File: src/rtl/dq4_wr_ctrl.sv
// rtl/dq4_wr_ctrl.sv - write sequencer for a 4-word x 4-bit DQ4 latch array
//
// Accepts one write at a time over req_i/ready_o, then drives the latch
// array through three timed phases: data setup (all enables low), a single
// one-hot enable pulse, and data hold (all enables low). A shared 4-bit
// down-counter sets the dwell in each phase.
//
// Ports:
//   clk_i    - sole clock, rising edge
//   rst_i    - synchronous active-high reset
//   req_i    - write request valid
//   addr_i   - target word 0..3
//   data_i   - write data, bit 0 is the MSB (DQ4 D bus order)
//   ready_o  - request can be accepted this cycle
//   d_o      - registered data bus to all four words
//   en_o     - registered per-word latch enable, en_o[i] drives word i
//   done_o   - one-cycle pulse in the IDLE cycle that ends a write

module dq4_wr_ctrl #(
  parameter int unsigned SETUP_CYC = 1,
  parameter int unsigned PULSE_CYC = 1,
  parameter int unsigned HOLD_CYC  = 1
) (
  input  logic       clk_i,
  input  logic       rst_i,
  input  logic       req_i,
  input  logic [1:0] addr_i,
  input  logic [0:3] data_i,
  output logic       ready_o,
  output logic [0:3] d_o,
  output logic [0:3] en_o,
  output logic       done_o
);

  typedef enum logic [1:0] {
    IDLE  = 2'd0,
    SETUP = 2'd1,
    PULSE = 2'd2,
    HOLD  = 2'd3
  } state_e;

  // Counter reload values: a phase of N cycles loads N-1 on entry and
  // leaves when the counter reads zero.
  localparam logic [3:0] SETUP_LD = 4'(SETUP_CYC - 1);
  localparam logic [3:0] PULSE_LD = 4'(PULSE_CYC - 1);
  localparam logic [3:0] HOLD_LD  = 4'(HOLD_CYC - 1);

  state_e     state_q, state_d;
  logic [3:0] cnt_q,   cnt_d;
  logic [1:0] addr_q,  addr_d;
  logic [0:3] d_q,     d_d;
  logic [0:3] en_q,    en_d;
  logic       done_q,  done_d;
  logic       accept;

  // ready is the only combinational output; it is masked during reset so
  // nothing can be accepted on the reset edge.
  assign ready_o = (state_q == IDLE) && !rst_i;
  assign accept  = req_i && ready_o;

  always_comb begin
    state_d = state_q;
    cnt_d   = (cnt_q != 4'd0) ? (cnt_q - 4'd1) : cnt_q;
    addr_d  = addr_q;
    d_d     = d_q;
    en_d    = 4'b0000;
    done_d  = 1'b0;

    unique case (state_q)
      IDLE: begin
        if (accept) begin
          state_d = SETUP;
          addr_d  = addr_i;
          // d_q doubles as the captured data register: it is written only
          // here and therefore stays frozen for the whole transaction.
          d_d     = data_i;
          cnt_d   = SETUP_LD;
        end
      end

      SETUP: begin
        if (cnt_q == 4'd0) begin
          state_d      = PULSE;
          en_d[addr_q] = 1'b1;
          cnt_d        = PULSE_LD;
        end
      end

      PULSE: begin
        if (cnt_q == 4'd0) begin
          state_d = HOLD;
          cnt_d   = HOLD_LD;
        end else begin
          // Keep the enable asserted through the remaining pulse cycles;
          // en_d defaults low so the pulse ends cleanly on the HOLD edge.
          en_d[addr_q] = 1'b1;
        end
      end

      HOLD: begin
        if (cnt_q == 4'd0) begin
          state_d = IDLE;
          done_d  = 1'b1;
        end
      end

      default: begin
        state_d = IDLE;
      end
    endcase
  end

  always_ff @(posedge clk_i) begin
    if (rst_i) begin
      state_q <= IDLE;
      cnt_q   <= 4'd0;
      addr_q  <= 2'd0;
      d_q     <= 4'b0000;
      en_q    <= 4'b0000;
      done_q  <= 1'b0;
    end else begin
      state_q <= state_d;
      cnt_q   <= cnt_d;
      addr_q  <= addr_d;
      d_q     <= d_d;
      en_q    <= en_d;
      done_q  <= done_d;
    end
  end

  assign d_o    = d_q;
  assign en_o   = en_q;
  assign done_o = done_q;

endmodule
File: config.mk
export PLATFORM = sky130hd
export DESIGN_NAME = dq4_wr_ctrl
export DESIGN_NICKNAME = d
export VERILOG_FILES = /design/src/rtl/dq4_wr_ctrl.sv
export SDC_FILE = /design/constraint.sdc
export NUM_CORES = 1
export LEC_CHECK = 0
export ABC_AREA = 1
export CORE_ASPECT_RATIO = 0.75
export CORE_MARGIN = 10
export CORE_UTILIZATION = 43
export DETAILED_ROUTE_END_ITERATION = 10
export PLACE_DENSITY = 0.83
export SYNTH_ARGS = -nofsm -noshare
export SYNTH_HDL_FRONTEND = slang
export SYNTH_SLANG_ARGS = --single-unit
File: constraint.sdc
create_clock -name clk_i -period 1.24 [get_ports clk_i]
set_clock_uncertainty 0.05 [all_clocks]
set_input_delay 0.248 -clock clk_i [delete_from_list [all_inputs] [get_ports clk_i]]
set_output_delay 0.248 -clock clk_i [all_outputs]
set_load 0.02 [all_outputs]
### After elaboration in Yosys (flattened, before gate mapping)

Index checks and enable logic that the tools add are counted.

* bits in registers: 17
* latch bits: 0
* memory bits (writable): 0
* ROM bits: 0
* input port bits: 9
* output and inout port bits: 10
* memories kept: 0

* add/subtract/negate cells: 1
* multipliers: 0
* div/mod/pow operators: 0
* $lt $le $gt $ge: 2
* equal/unequal tests: 7
* shift-type cells: 0
* mux-type cells: 15
* bitwise logic cells: 2
* reduce and logical (&&, ||, !) cells: 11

Operators with widths (count)
* $mux 4: 5
* $pmux 4 s2: 2
* $mux 2: 4
* $ne 2x2->1 const B: 4
* $pmux 2 s4: 1
* $eq 2x2->1 const B: 2
* $logic_not 4->1: 1
* $reduce_and 4->1: 1
* $reduce_bool 4->1: 1
* $reduce_or 2->1: 2
* $sub 4x1->4 const B: 1
* $ge 3x3->1 const B: 1
* $logic_and 1x1->1: 3
* $lt 3x1->1 const B: 1
* $not 2->3: 1
* $demux 1 s2: 1
* $eq 2x1->1 const B: 1
* $logic_not 2->1: 1
* $mux 1: 2
* $reduce_and 2->1: 1
* $logic_not 1->1: 1
* $not 1->1: 1

### Depth between registers and ports, before layout

Gate-level depths: netlist of run 1.

* word-level depth: 7
* mapped depth: 8
* mapped depth without buffers: 8

### Worst setup path before layout of run 1

Ideal clock, no wire load.

* kind: reg2reg
* start: register state_q[0]
* end: register addr_q[0]
* setup time: 0.117 ns
* data arrival time: 1.193 ns
* required time: 1.073 ns
* path slack: -0.120 ns
* cell stages (with the launch flop): 8
* buffers on the path: 0
* clock period less this slack: 1.360 ns
* cell sequence: dfxtp_1 inv_1 ha_1 inv_1 nor2_4 nand2_4 o21ai_1 a21oi_1

* longest elaborated chain between the ends: 4

RTL lines
* start: declaration: RTL line 48 `state_e state_q, state_d;`
* start signal: assignment: RTL line 122 `state_q <= state_d;`
* $logic_not 2->1: RTL line 58 `assign ready_o = (state_q == IDLE) && !rst_i;`
* $logic_and 1x1->1: RTL line 58
* net ready_o: RTL line 29 `output logic ready_o,`
* $logic_and 1x1->1: RTL line 59 `assign accept = req_i && ready_o;`
* $reduce_and 2->1 (no line)
* end signal: assignment: RTL line 124 `addr_q <= addr_d;`
* end: declaration: RTL line 50 `logic [1:0] addr_q, addr_d;`

The timed path passes the listed nets, and every way through them passes these cells.
A chain may end at the register's enable or synchronous reset.

### Worst setup path in the final report of run 1

* start: register state_q[1]
* end: output port ready_o

* longest elaborated chain between the ends: 2

RTL lines (RTL line)
* $logic_not 2->1: 58
* $logic_and 1x1->1: 58
* end: declaration: 29

Every way passes these cells.

==> results of run 1 <==
[layout by cell type (no fill, tap or decap), types with 3 or more instances in the layout]
cell type / synthesis / routed
a21oi_1: 4 / 3
buf_2: 0 / 4
buf_4: 0 / 15
buf_6: 0 / 4
clkbuf_4: 0 / 3
clkdlybuf4s15_1: 0 / 3
clkdlybuf4s50_1: 0 / 7
dfxtp_1: 17 / 14
dfxtp_2: 0 / 3
ha_1: 8 / 3
ha_4: 0 / 5
inv_1: 13 / 7
inv_2: 3 / 9
nand2_1: 17 / 14
nand2_2: 3 / 5
nand3_1: 19 / 14
nand3_2: 0 / 5
nor2_1: 15 / 11
nor2_2: 0 / 3
[worst max-delay path by stage]
stage	endpoint	slack, ps	startpoint
6_report	ready_o	-130	state_q[1]
5_1_grt	ready_o	-190	state_q[1]
4_1_cts	ready_o	-140	state_q[1]
3_5_place_dp	ready_o	-540	rst_i
3_3_place_gp	ready_o	-540	rst_i
2_1_floorplan	addr_q[0]	-30	state_q[1]
[report_power, final]
part | total, mW | switching, mW | internal (mW) | leakage (nW)
Combinational | 1.92 | 1.00 | 0.916 | 0.459
Sequential | 0.767 | 0.0925 | 0.675 | 0.140
Clock | 0.294 | 0.168 | 0.125 | 0.0150
Total | 2.98 | 1.26 | 1.72 | 0.614
[timing repair]
action | 4_1_cts | 5_1_grt
hold endpoints to repair | 0 | 0
buffers inserted | 1 | 4
pin swaps | 5 | 13
resized for setup | 41 | 26
setup endpoints to repair | 21 | 18
hold buffers | 0 | 0
[worst max-delay path: stages, from the launching register on]
cell and delay [ps]:
dfxtp_2 330, inv_2 70, ha_4 130, inv_2 40, nor2_4 80, buf_6 120
[final cells by class]
cell class              instances  area [µm²]
fillers                       132         434
flip-flops and latches         17         344
multi-input cells              75         574
clock buffers                   4        26.3
repair buffers                 37         323
well taps                      22        27.5
inverters                      16        60.1
[flip-flops by register name (all words and copies together) (netlist names)]
name	cells
en_o	4
addr_q	2
d_o	4
state_q	2
done_o	1
cnt_q	4
[metal layers]
| metal | up-vias | wire (µm) |
|---|---|---|
| li1 | 427 | - |
| met1 | 342 | 954 |
| met2 | 16 | 990 |
| met3 | 2 | 141 |
| met4 | 0 | 11 |
| met5 | - | 0 |
[through the flow]
stage	setup TNS, ps	hold WS [ps]	util
after global placement	-4780	375	0.660
final	-524	405	0.757
after floorplan	-30.3	275	-
after CTS	-160	405	0.703
after detailed placement	-5080	395	0.660
after global routing	-1470	439	0.757
[cells by family after synthesis]
| kind of cell | Yosys count | synth area share |
|---|---|---|
| adders and majority gates | 8 | 0.120 |
| and+or+nand+nor | 57 | 0.315 |
| buffers and inverters | 16 | 0.0723 |
| xor gates and xnor gates | 1 | 0.0105 |
| AOI/OAI and AO/OA | 9 | 0.0723 |
| DFF | 17 | 0.410 |
==> reports/metrics.yaml, run 1 <==
yosys:
  yosysMostFrequentCell: "nand3_1"
  synth.area.top_cells: "dfxtp_1 (41%), ha_1 (12%), nand3_1 (11%)"
  yosys.area.top_type: "dfxtp_1"
  ys_top_cells_by_count: "nand3_1 (19), dfxtp_1 (17), nand2_1 (17)"
  synthFlopType: "dfxtp_1"
  syn_area_um2: 831
  synth-seq-area-share: 0.410
  syn-num-nets: 125
  synth_top_cell_area_share: 0.410
  ys_ff_latch: 17
  synthCells: 108
  yosysUniqueCellTypes: 17
  synth-edff-count: 0
  avgSynthCellArea_um2: 7.69
  yosysWarnings: 0
  postSynth.asyncResetShare: 0
grt:
  grtUsageMet3: 0.0544
  grt_max_degree: 10
  grt_use_met2: 0.174
  grt.overflow.total: 0
  grt_pass1_wl_um: 3330
  antenna_found_initial: 0
  busiest_layer: "met2"
  grt_pass1_vias: 769
  track_usage: 0.0991
  use_met1: 0.0986
detailed_routing:
  first_pass_iters: 4
  wl_um: 2100
  wl_per_cell_um: 12.3
  via_per_inst: 4.60
  drtAntennaViolNets: 0
  post-route-drc-count: 0
  initialDrtViolationCount: 9
  vias: 787
timing:
  period_share: 1.10
  rsz0062_at_grt: "yes"
  fmax_ghz: 0.732
  worst_slew_pin_slew_ps: 221
  setup_slack_ps: -125
  drv_slew: 0
  relSlewSlack: 0.852
  hold_viol: 0
  min_period_ps: 1370
  setup_viol: 10
floorplanning:
  die-area_mm2: 0.00411
  core_mm2: 0.00179
  num_rows: 13
  dieHeight_um: 58.1
  start_util: 0.464
  die_x_um: 70.8
  io_pins: 19
setup_path:
  reg2reg_from: "state_q[0]"
  cp_max_fo: 2
  required_ps: 940
  arrival_ps: 1070
  reg2regPathDepth: 10
  startpoint_type: "flip-flop"
  crit_path_end_kind: "output port"
  crit_type: "flip-flop to output port"
  r2r-end: "state_q[1]"
  reg2reg_slack_ps: -110
place:
  portBuffers: 18
  hpwl_um: 1650
  place.gp.congestion: 0.794
  place_area_mm2: 0.00118
  dp_slack_ps: -536
  dp_cells: 163
power:
  peakVddDrop_v: 0.00147
  power_mw: 2.98
  p_leak_nw: 0.614
  power_density_mw_per_mm2: 2200
cts:
  ctsHtreeMaxLevel: 1
  insertion_delay_ps: 290
  clock-root-buffer: "clkbuf_4"
  clkSinkCount: 17
  clkTransAtPathRegs_ps: 90
  tritoncts: "yes"
  numCtsBuffers: 3
  clock_path_buffers: 2
hold_path:
  whs_path_depth: 1
  hold_path.class: "flip-flop to flip-flop"
  min_from: "addr_q[0]"
  min_to: "en_o[0]"
outcome:
  violations: "setup timing"
  outcome: "finished, violations left"
finish:
  layout-drive-gt1-share: 0.456
  n_antenna_cell: 0
  area_growth_pct: 63.1
  fin_area_mm2: 0.00136
  stdcell_count: 171
  nets: 167
run:
  drv_cap: 0
No activity file was read; power rests on OpenSTA's default activity.
==> inputs of run 2 (changes only) <==
- SKIP_LAST_GASP: default -> 1
==> reports/metrics.yaml, run 2 (synthesized netlist as in run 1, its figures left out) <==
finish:
  fin_area_mm2: 0.00136
  layout-drive-gt1-share: 0.450
  stdcell_count: 171
  final_common_cell: "buf_4"
  n_antenna_cell: 0
  area_growth_pct: 63.6
  final_cell_mix: "buf_4 (15), nand2_1 (14), nand3_1 (14), dfxtp_1 (14), nor2_1 (12)"
  nets: 167
cts:
  tritoncts: "yes"
  clkSinkCount: 17
  clkTransAtPathRegs_ps: 90
  postCtsHoldBufs: 0
  insertion_delay_ps: 290
  ctsHtreeMaxLevel: 1
  clock_path_buffers: 2
  clock-root-buffer: "clkbuf_4"
  numCtsBuffers: 3
place:
  dp_slack_ps: -536
  place.gp.congestion: 0.794
  place_area_mm2: 0.00118
  dp_cells: 163
  hpwl_um: 1650
  portBuffers: 18
power:
  combPwrFrac: 0.643
  power_mw: 2.98
  p_seq_frac: 0.258
  internal-power_mw: 1.72
  switchingPower_mw: 1.26
  power_frac_clock: 0.099
  p_leak_nw: 0.613
  p_sw_frac: 0.423
  peakVddDrop_v: 0.00150
  power_density_mw_per_mm2: 2190
grt:
  grt_pass1_vias: 771
  antenna_found_initial: 0
  track_usage: 0.0991
  grt_max_degree: 10
  grt_pass1_wl_um: 3320
  grt.overflow.total: 0
detailed_routing:
  post-route-drc-count: 0
  via_per_inst: 4.61
  first_pass_iters: 4
  initialDrtViolationCount: 12
  vias: 788
  wl_per_cell_um: 12.3
  drtAntennaViolNets: 0
  wl_um: 2110
timing:
  rsz0062_at_grt: "yes"
  fmax_ghz: 0.732
  relSlewSlack: 0.852
  setup_slack_ps: -127
  hold_slack_ps: 408
  setup_viol: 10
  min_period_ps: 1370
  hold_viol: 0
  worst_slew_pin_slew_ps: 221
  period_share: 1.10
  drv_slew: 0
floorplanning:
  dieHeight_um: 58.1
  start_util: 0.464
  core_mm2: 0.00179
  io_pins: 19
  num_rows: 13
  die-area_mm2: 0.00411
  die_x_um: 70.8
setup_path:
  r2r-end: "state_q[1]"
  cp-endpoint: "ready_o"
  required_ps: 940
  cp-startpoint: "state_q[1]"
  startpoint_type: "flip-flop"
  crit_path_end_kind: "output port"
  crit_type: "flip-flop to output port"
  reg2reg_from: "state_q[0]"
  reg2reg_slack_ps: -110
  cp_max_fo: 2
  reg2regPathDepth: 10
  arrival_ps: 1070
run:
  drv_cap: 0
hold_path:
  hold_path.class: "flip-flop to flip-flop"
  min_from: "addr_q[0]"
outcome:
  outcome: "finished, violations left"
  violations: "setup timing"
-- run 2: changes by cell type in the layout (fill, tap and decap cells not counted) --
cell / delta
buf_2: -1
clkdlybuf4s15_2: +1
nor2_1: +1
nor2_2: -1
-- run 2: how the worst min path moves through the flow --
stage                          to  depth (start not counted)  slack, ps
after floorplan            done_o                          1        270
after global placement    en_o[0]                          1        380
after detailed placement  en_o[0]                          1        400
after CTS                 en_o[0]                          1        400
after global routing      en_o[0]                          1        440
final                     en_o[0]                          1        410
-- run 2: critical path, cell delays in order (launching register included) --
cell and delay [ps]:
dfxtp_2 330, inv_2 70, ha_4 130, inv_2 40, nor2_4 80, buf_6 120
-- run 2: cell type report --
cell class	instances	area, µm²
clock buffers	4	26.3
fillers	129	430
inverters	16	60.1
well taps	22	27.5
flip-flops and latches	17	344
repair buffers	37	329
multi-input cells	75	572
-- run 2: layer usage --
| layer | global-route usage | share of wire | routed length (µm) | vias to the layer above |
|---|---|---|---|---|
| met1 | 0.0976 | 0.46 | 966 | 344 |
| met5 | 0 | 0 | 0 | - |
| met2 | 0.175 | 0.47 | 991 | 16 |
| li1 | - | - | - | 426 |
| met4 | 0.0331 | 0.0052 | 11 | 0 |
| met3 | 0.0544 | 0.067 | 141 | 2 |
-- run 2: power groups by stage --
| stage | registers, mW | logic, mW | clock network (mW) |
|---|---|---|---|
| global placement | 0.750 | 1.42 | 0 |
| detailed placement | 0.760 | 1.49 | 0 |
| finish | 0.768 | 1.92 | 0.294 |
| CTS | 0.753 | 1.60 | 0.309 |
| global route | 0.786 | 2.12 | 0.329 |
| floorplan | 0.807 | 0.854 | 0 |
-- run 2: stage by stage --
stage               utilization  setup TNS [ps]
global route              0.759           -1490
global placement          0.660           -4780
floorplan                     -           -30.3
CTS                       0.703            -178
detailed placement        0.660           -5080
finish                    0.759            -544
-- run 2: timing repair --
item	CTS	global route
setup buffers	1	4
pin swaps	4	13
setup endpoints to repair	21	18
resized for setup	41	24
==> inputs of run 3 (changes only) <==
- CORE_ASPECT_RATIO: 0.75 -> default
- CORE_UTILIZATION: 43 -> 53
- DONT_BUFFER_PORTS: default -> 1
- PLACE_DENSITY: 0.83 -> 0.81
==> reports/metrics.yaml, run 3 (synthesized netlist as in run 1, its figures left out) <==
floorplanning:
  dieHeight_um: 59.6
  core_mm2: 0.00149
  start_util: 0.558
  die-area_mm2: 0.00355
  die_x_um: 59.6
  num_rows: 14
  io_pins: 19
cts:
  insertion_delay_ps: 310
  clock_path_buffers: 2
  clkSinkCount: 17
  numCtsBuffers: 3
  clock-root-buffer: "clkbuf_4"
  ctsHtreeMaxLevel: 1
  tritoncts: "yes"
  clkTransAtPathRegs_ps: 100
timing:
  setup_viol: 9
  hold_viol: 0
  period_share: 1.20
  hold_slack_ps: 18.0
  relSlewSlack: 0.821
  worst_slew_pin_slew_ps: 269
  min_period_ps: 1490
  rsz0062_at_grt: "yes"
  fmax_ghz: 0.672
  setup_slack_ps: -249
  drv_slew: 0
power:
  p_leak_nw: 0.520
  power_density_mw_per_mm2: 2480
  peakVddDrop_v: 0.00168
finish:
  n_antenna_cell: 0
  layout-drive-gt1-share: 0.441
  area_growth_pct: 40.1
  final_cell_mix: "nand2_1 (14), nor2_1 (13), nand3_1 (13), dfxtp_1 (13), buf_4 (10)"
  nets: 145
  final_common_cell: "nand2_1"
  nFillCells: 89
  utilization: 0.782
place:
  hpwl_um: 1330
  portBuffers: 0
  place.gp.congestion: 0.857
detailed_routing:
  wl_um: 2430
  initialDrtViolationCount: 19
  post-route-drc-count: 0
  vias: 819
  drtAntennaViolNets: 0
  wl_per_cell_um: 17.0
  first_pass_iters: 4
  via_per_inst: 5.73
setup_path:
  cpMostUsedCell: "nand2_1"
  crit_type: "flip-flop to flip-flop"
  path_cells: "buf_4 > ha_1 > inv_1 > nand2_1 > nand2_2 > nand3_1 > nand2_1 > nor2_1"
  arrival_ps: 1650
  reg2reg_slack_ps: -250
  required_ps: 1400
  cp_top_family: "simple AND/OR/NAND/NOR gates"
  max_stage_delay_ps: 370
  crit_path_top_delay_cell: "dfxtp_4"
  path_buf_inv: 2
  cp_max_fo: 4
  startpoint_type: "flip-flop"
  crit_path_end_kind: "flip-flop"
outcome:
  outcome: "finished, violations left"
  violations: "setup timing"
grt:
  grt.overflow.total: 0
  grt_pass1_vias: 728
  grt_pass1_wl_um: 3020
  grt_max_degree: 11
  antenna_found_initial: 0
  track_usage: 0.112
hold_path:
  hold_path.class: "input port to flip-flop"
run:
  drv_cap: 0
[run 3: cell types whose count changed in the layout (fill, tap and decap cells not counted), moves of 3 or more]
| cell | change |
|---|---|
| buf_2 | -3 |
| clkdlybuf4s15_1 | -3 |
| buf_4 | -5 |
| clkdlybuf4s50_1 | -7 |
[run 3: stage by stage]
stage               power, mW  TNS [ps]  instance area (µm²)  worst slack, ps  cells
floorplan                1.66     -30.3                  848            -30.3    108
global placement         1.90         0                  918             8.46    129
detailed placement       1.95      -104                  918            -47.4    129
CTS                      2.46      -477                 1030             -188    140
global route             3.06     -2310                 1160             -278    143
finish                   2.88     -1790                 1160             -249    143
[run 3: worst paths after layout]
check	start	depth (start not counted)	to
worst max-delay path	state_q[0]	8	state_q[0]
worst min register to register	addr_q[0]	1	en_o[0]
worst min-delay path	addr_i[1]	2	addr_q[1]
worst max register to register	state_q[0]	8	state_q[0]
[run 3: cell type report]
cell class,count,area [µm²],area share
inverters,16,65.1,0.0559
clock inverters,1,5.00,0.00430
multi-input cells,75,562,0.483
flip-flops and latches,17,350,0.301
clock buffers,3,22.5,0.0194
repair buffers,15,139,0.119
well taps,16,20.0,0.0172
[run 3: what timing repair did]
action / in CTS / in global routing
gates cloned: 0 / 0
hold buffers: 1 / 0
buffers inserted: 6 / 3
setup endpoints to repair: 5 / 17
resized for setup: 11 / 23
endpoints found under the hold margin: 1 / 0
pin swaps: 5 / 6
[run 3: report_power, final]
group,leakage [nW],internal [mW],switching [mW]
Clock,0.0177,0.121,0.192
Sequential,0.141,0.686,0.160
Combinational,0.361,0.769,0.954
[run 3: metal layers]
metal | vias to the layer above | track usage | part of all wire | routed length [µm]
li1 | 383 | - | - | -
met1 | 383 | 0.115 | 0.37 | 894
met2 | 40 | 0.169 | 0.50 | 1210
met3 | 13 | 0.0536 | 0.082 | 200
met4 | 0 | 0.0865 | 0.049 | 120
met5 | - | 0 | 0 | 0
==> edit, RTL diff (flow settings as in run 2) <==
Set the parameter `HOLD_CYC` to 0 (it was 1).
--- a/src/rtl/dq4_wr_ctrl.sv
+++ b/src/rtl/dq4_wr_ctrl.sv
@@ -20,5 +20,5 @@
   parameter int unsigned SETUP_CYC = 1,
   parameter int unsigned PULSE_CYC = 1,
-  parameter int unsigned HOLD_CYC  = 1
+  parameter int unsigned HOLD_CYC  = 0
 ) (
   input  logic       clk_i,
Behaviour: not the same (Yosys sat finds a counterexample within 10 cycles, from zero or initial values and one cycle with rst_i high).
==> edit against run 2 <==
- the run still ends with negative setup slack left
- power rose by 32%
- sequential cell count did not move
- worst setup slack got worse by 63 ps
- non-clock buffer count grew 7
- synthesized area rose by 3.8%
- fmax down 4.4%
- wire length rose by 44%
- final area rose by 8.6%
==> edit: results (changes against run 2) <==
| Metric | Value |
|---|---|
| Initial DRC count | `42 (+30)` |
| Gr usage total | `0.1184 (+0.01930)` |
| Vias | `952 (+21%)` |
| Final WS setup | `-189.5 ps (-62.82 ps)` |
| Largest net degree at the start of global routing | `13 (+3)` |
| IR drop worst, VDD | `2.296 mV (+53%)` |
| WHS | `408.4 ps (+0.1480 ps)` |
| Crit path launch type | `flip-flop` |
| Met2 usage | `0.2073 (+0.03238)` |
| Crit Reg-Reg Startpoint | `state_q[1]` |
| Synth top cells by count | `nand2_1, inv_1, dfxtp_1` |
| Crit path max-delay cell type | `dfxtp_2` |
| Routed WL | `3028 um (+44%)` |
| Syn nets | `130 (+4.0%)` |
| Max incr delay on CP | `350 ps (+20 ps)` |
| M1 WL | `1176 um (+22%)` |
| Synth area leaders | `dfxtp_1, ha_1, nand2_1` |
| Final net count | `177 (+6.0%)` |
| DRC viols | `0 (unchanged)` |
| M1 GR Usage | `0.1151 (+0.01746)` |
| Diodes inserted | `0 (unchanged)` |
| Initial antenna violation count | `0 (unchanged)` |
| Met2 WL post-DR | `1574 um (+59%)` |
| Source of the worst hold timing path | `addr_q[0]` |
| HPWL after detailed placement | `1667 um (+0.80%)` |
| Outcome | `finished with violations` |
| Routability cong. | `0.8977 (+13%)` |
| Sequential area share after synthesis | `0.3948 (-0.01486)` |
| Failing checks | `negative setup slack` |
| Worst-Margin Slew | `252.8 ps (+31.41 ps)` |
| Highest Signal Layer | `met4` |
| CTS Root Cell | `clkbuf_4` |
| Ratio of cells with drive above 1 in the final layout | `0.5949 (+0.1453)` |
| Met3 Use GR | `0.05025 (-0.004171)` |
| Layout area overhead | `71.12%` |
| Synth cell types | `18 (+1)` |
| Number of buffers created by CTS | `3 (unchanged)` |
| Worst-case reg-to-reg path depth | `9 (-1)` |
| PortBufs | `18 (unchanged)` |
| Pleak | `0.0006567 uW (+7.1%)` |
| CTS H-tree lvls | `1 (unchanged)` |
| Met3 Wirelength | `179 um (+27%)` |
| Placed Area | `1212 um^2 (+2.6%)` |
| R2r endpoint | `state_q[0]` |
| Switching Fraction | `0.4634 (+0.04006)` |
| Worst-path clk slew | `110 ps (+20 ps)` |
| Clock latency on the worst-skew pair | `roughly 300 ps` |
| First-pass GRT wire length | `3981 um (+20%)` |
| Number of fill cells | `98 (-24%)` |
| Worst Path Arrival | `1130 ps (+60 ps)` |
| Setup Viol. Count Final | `17 (+7)` |
| Deepest clock path buffer count | `2 (unchanged)` |
| Worst hold stages | `1 (unchanged)` |
| Vias in the first global route | `879 (+14%)` |
| R2R Setup Slk | `-130 ps (-20 ps)` |
## edit: metrics by stage
stage,TNS [ps],setup slack [ps],instances
6_report,-1571,-189.5,180
5_1_grt,-2456,-220.4,180
4_1_cts,-518.4,-178.7,178
3_5_place_dp,-4621,-465.0,170
3_3_place_gp,-4127,-462.5,170
2_1_floorplan,-4.728,-4.728,112
## edit: area by class of cell
type	instances	share of cell area
well taps	22	0.01866
clock inverters	1	0.003393
clock buffers	3	0.01527
multi-input cells	75	0.4368
repair buffers	44	0.2409
flip-flops and latches	17	0.2341
inverters	18	0.05089
## edit: how the worst max path moves through the flow
stage / cells past startpoint / from / slack, ps / to
2_1_floorplan: 7 / cnt_q[0] / -5 / cnt_q[0]
3_3_place_gp: 3 / rst_i / -460 / ready_o
3_5_place_dp: 3 / rst_i / -470 / ready_o
4_1_cts: 5 / state_q[1] / -180 / ready_o
5_1_grt: 5 / state_q[1] / -220 / ready_o
6_report: 5 / state_q[1] / -190 / ready_o
## edit: kinds of logic (layout without fill, tap and decap cells)
group	Yosys count	in the layout	synth area share
buffers and inverters	20	66	0.1045
and+or+nand+nor	53	53	0.2758
DFF	17	17	0.3948
AOI/OAI and AO/OA	12	12	0.08417
xor gates and xnor gates	1	1	0.01016
adders and majority gates	9	9	0.1306
## edit: repair_timing
action	CTS	global route
setup endpoints to repair	22	26
endpoints found under the hold margin	0	0
pin swaps	11	9
resized for setup	55	52
gates cloned	0	1
buffers inserted	4	1
## edit: power by group through the flow
| stage | Clock, uW | Sequential (uW) | Combinational, uW |
|---|---|---|---|
| 2_1_floorplan | 0 | 823 | 967 |
| 3_3_place_gp | 0 | 765 | 1640 |
| 3_5_place_dp | 0 | 775 | 1730 |
| 4_1_cts | 322 | 773 | 2110 |
| 5_1_grt | 339 | 809 | 3010 |
| 6_report | 317 | 795 | 2810 |
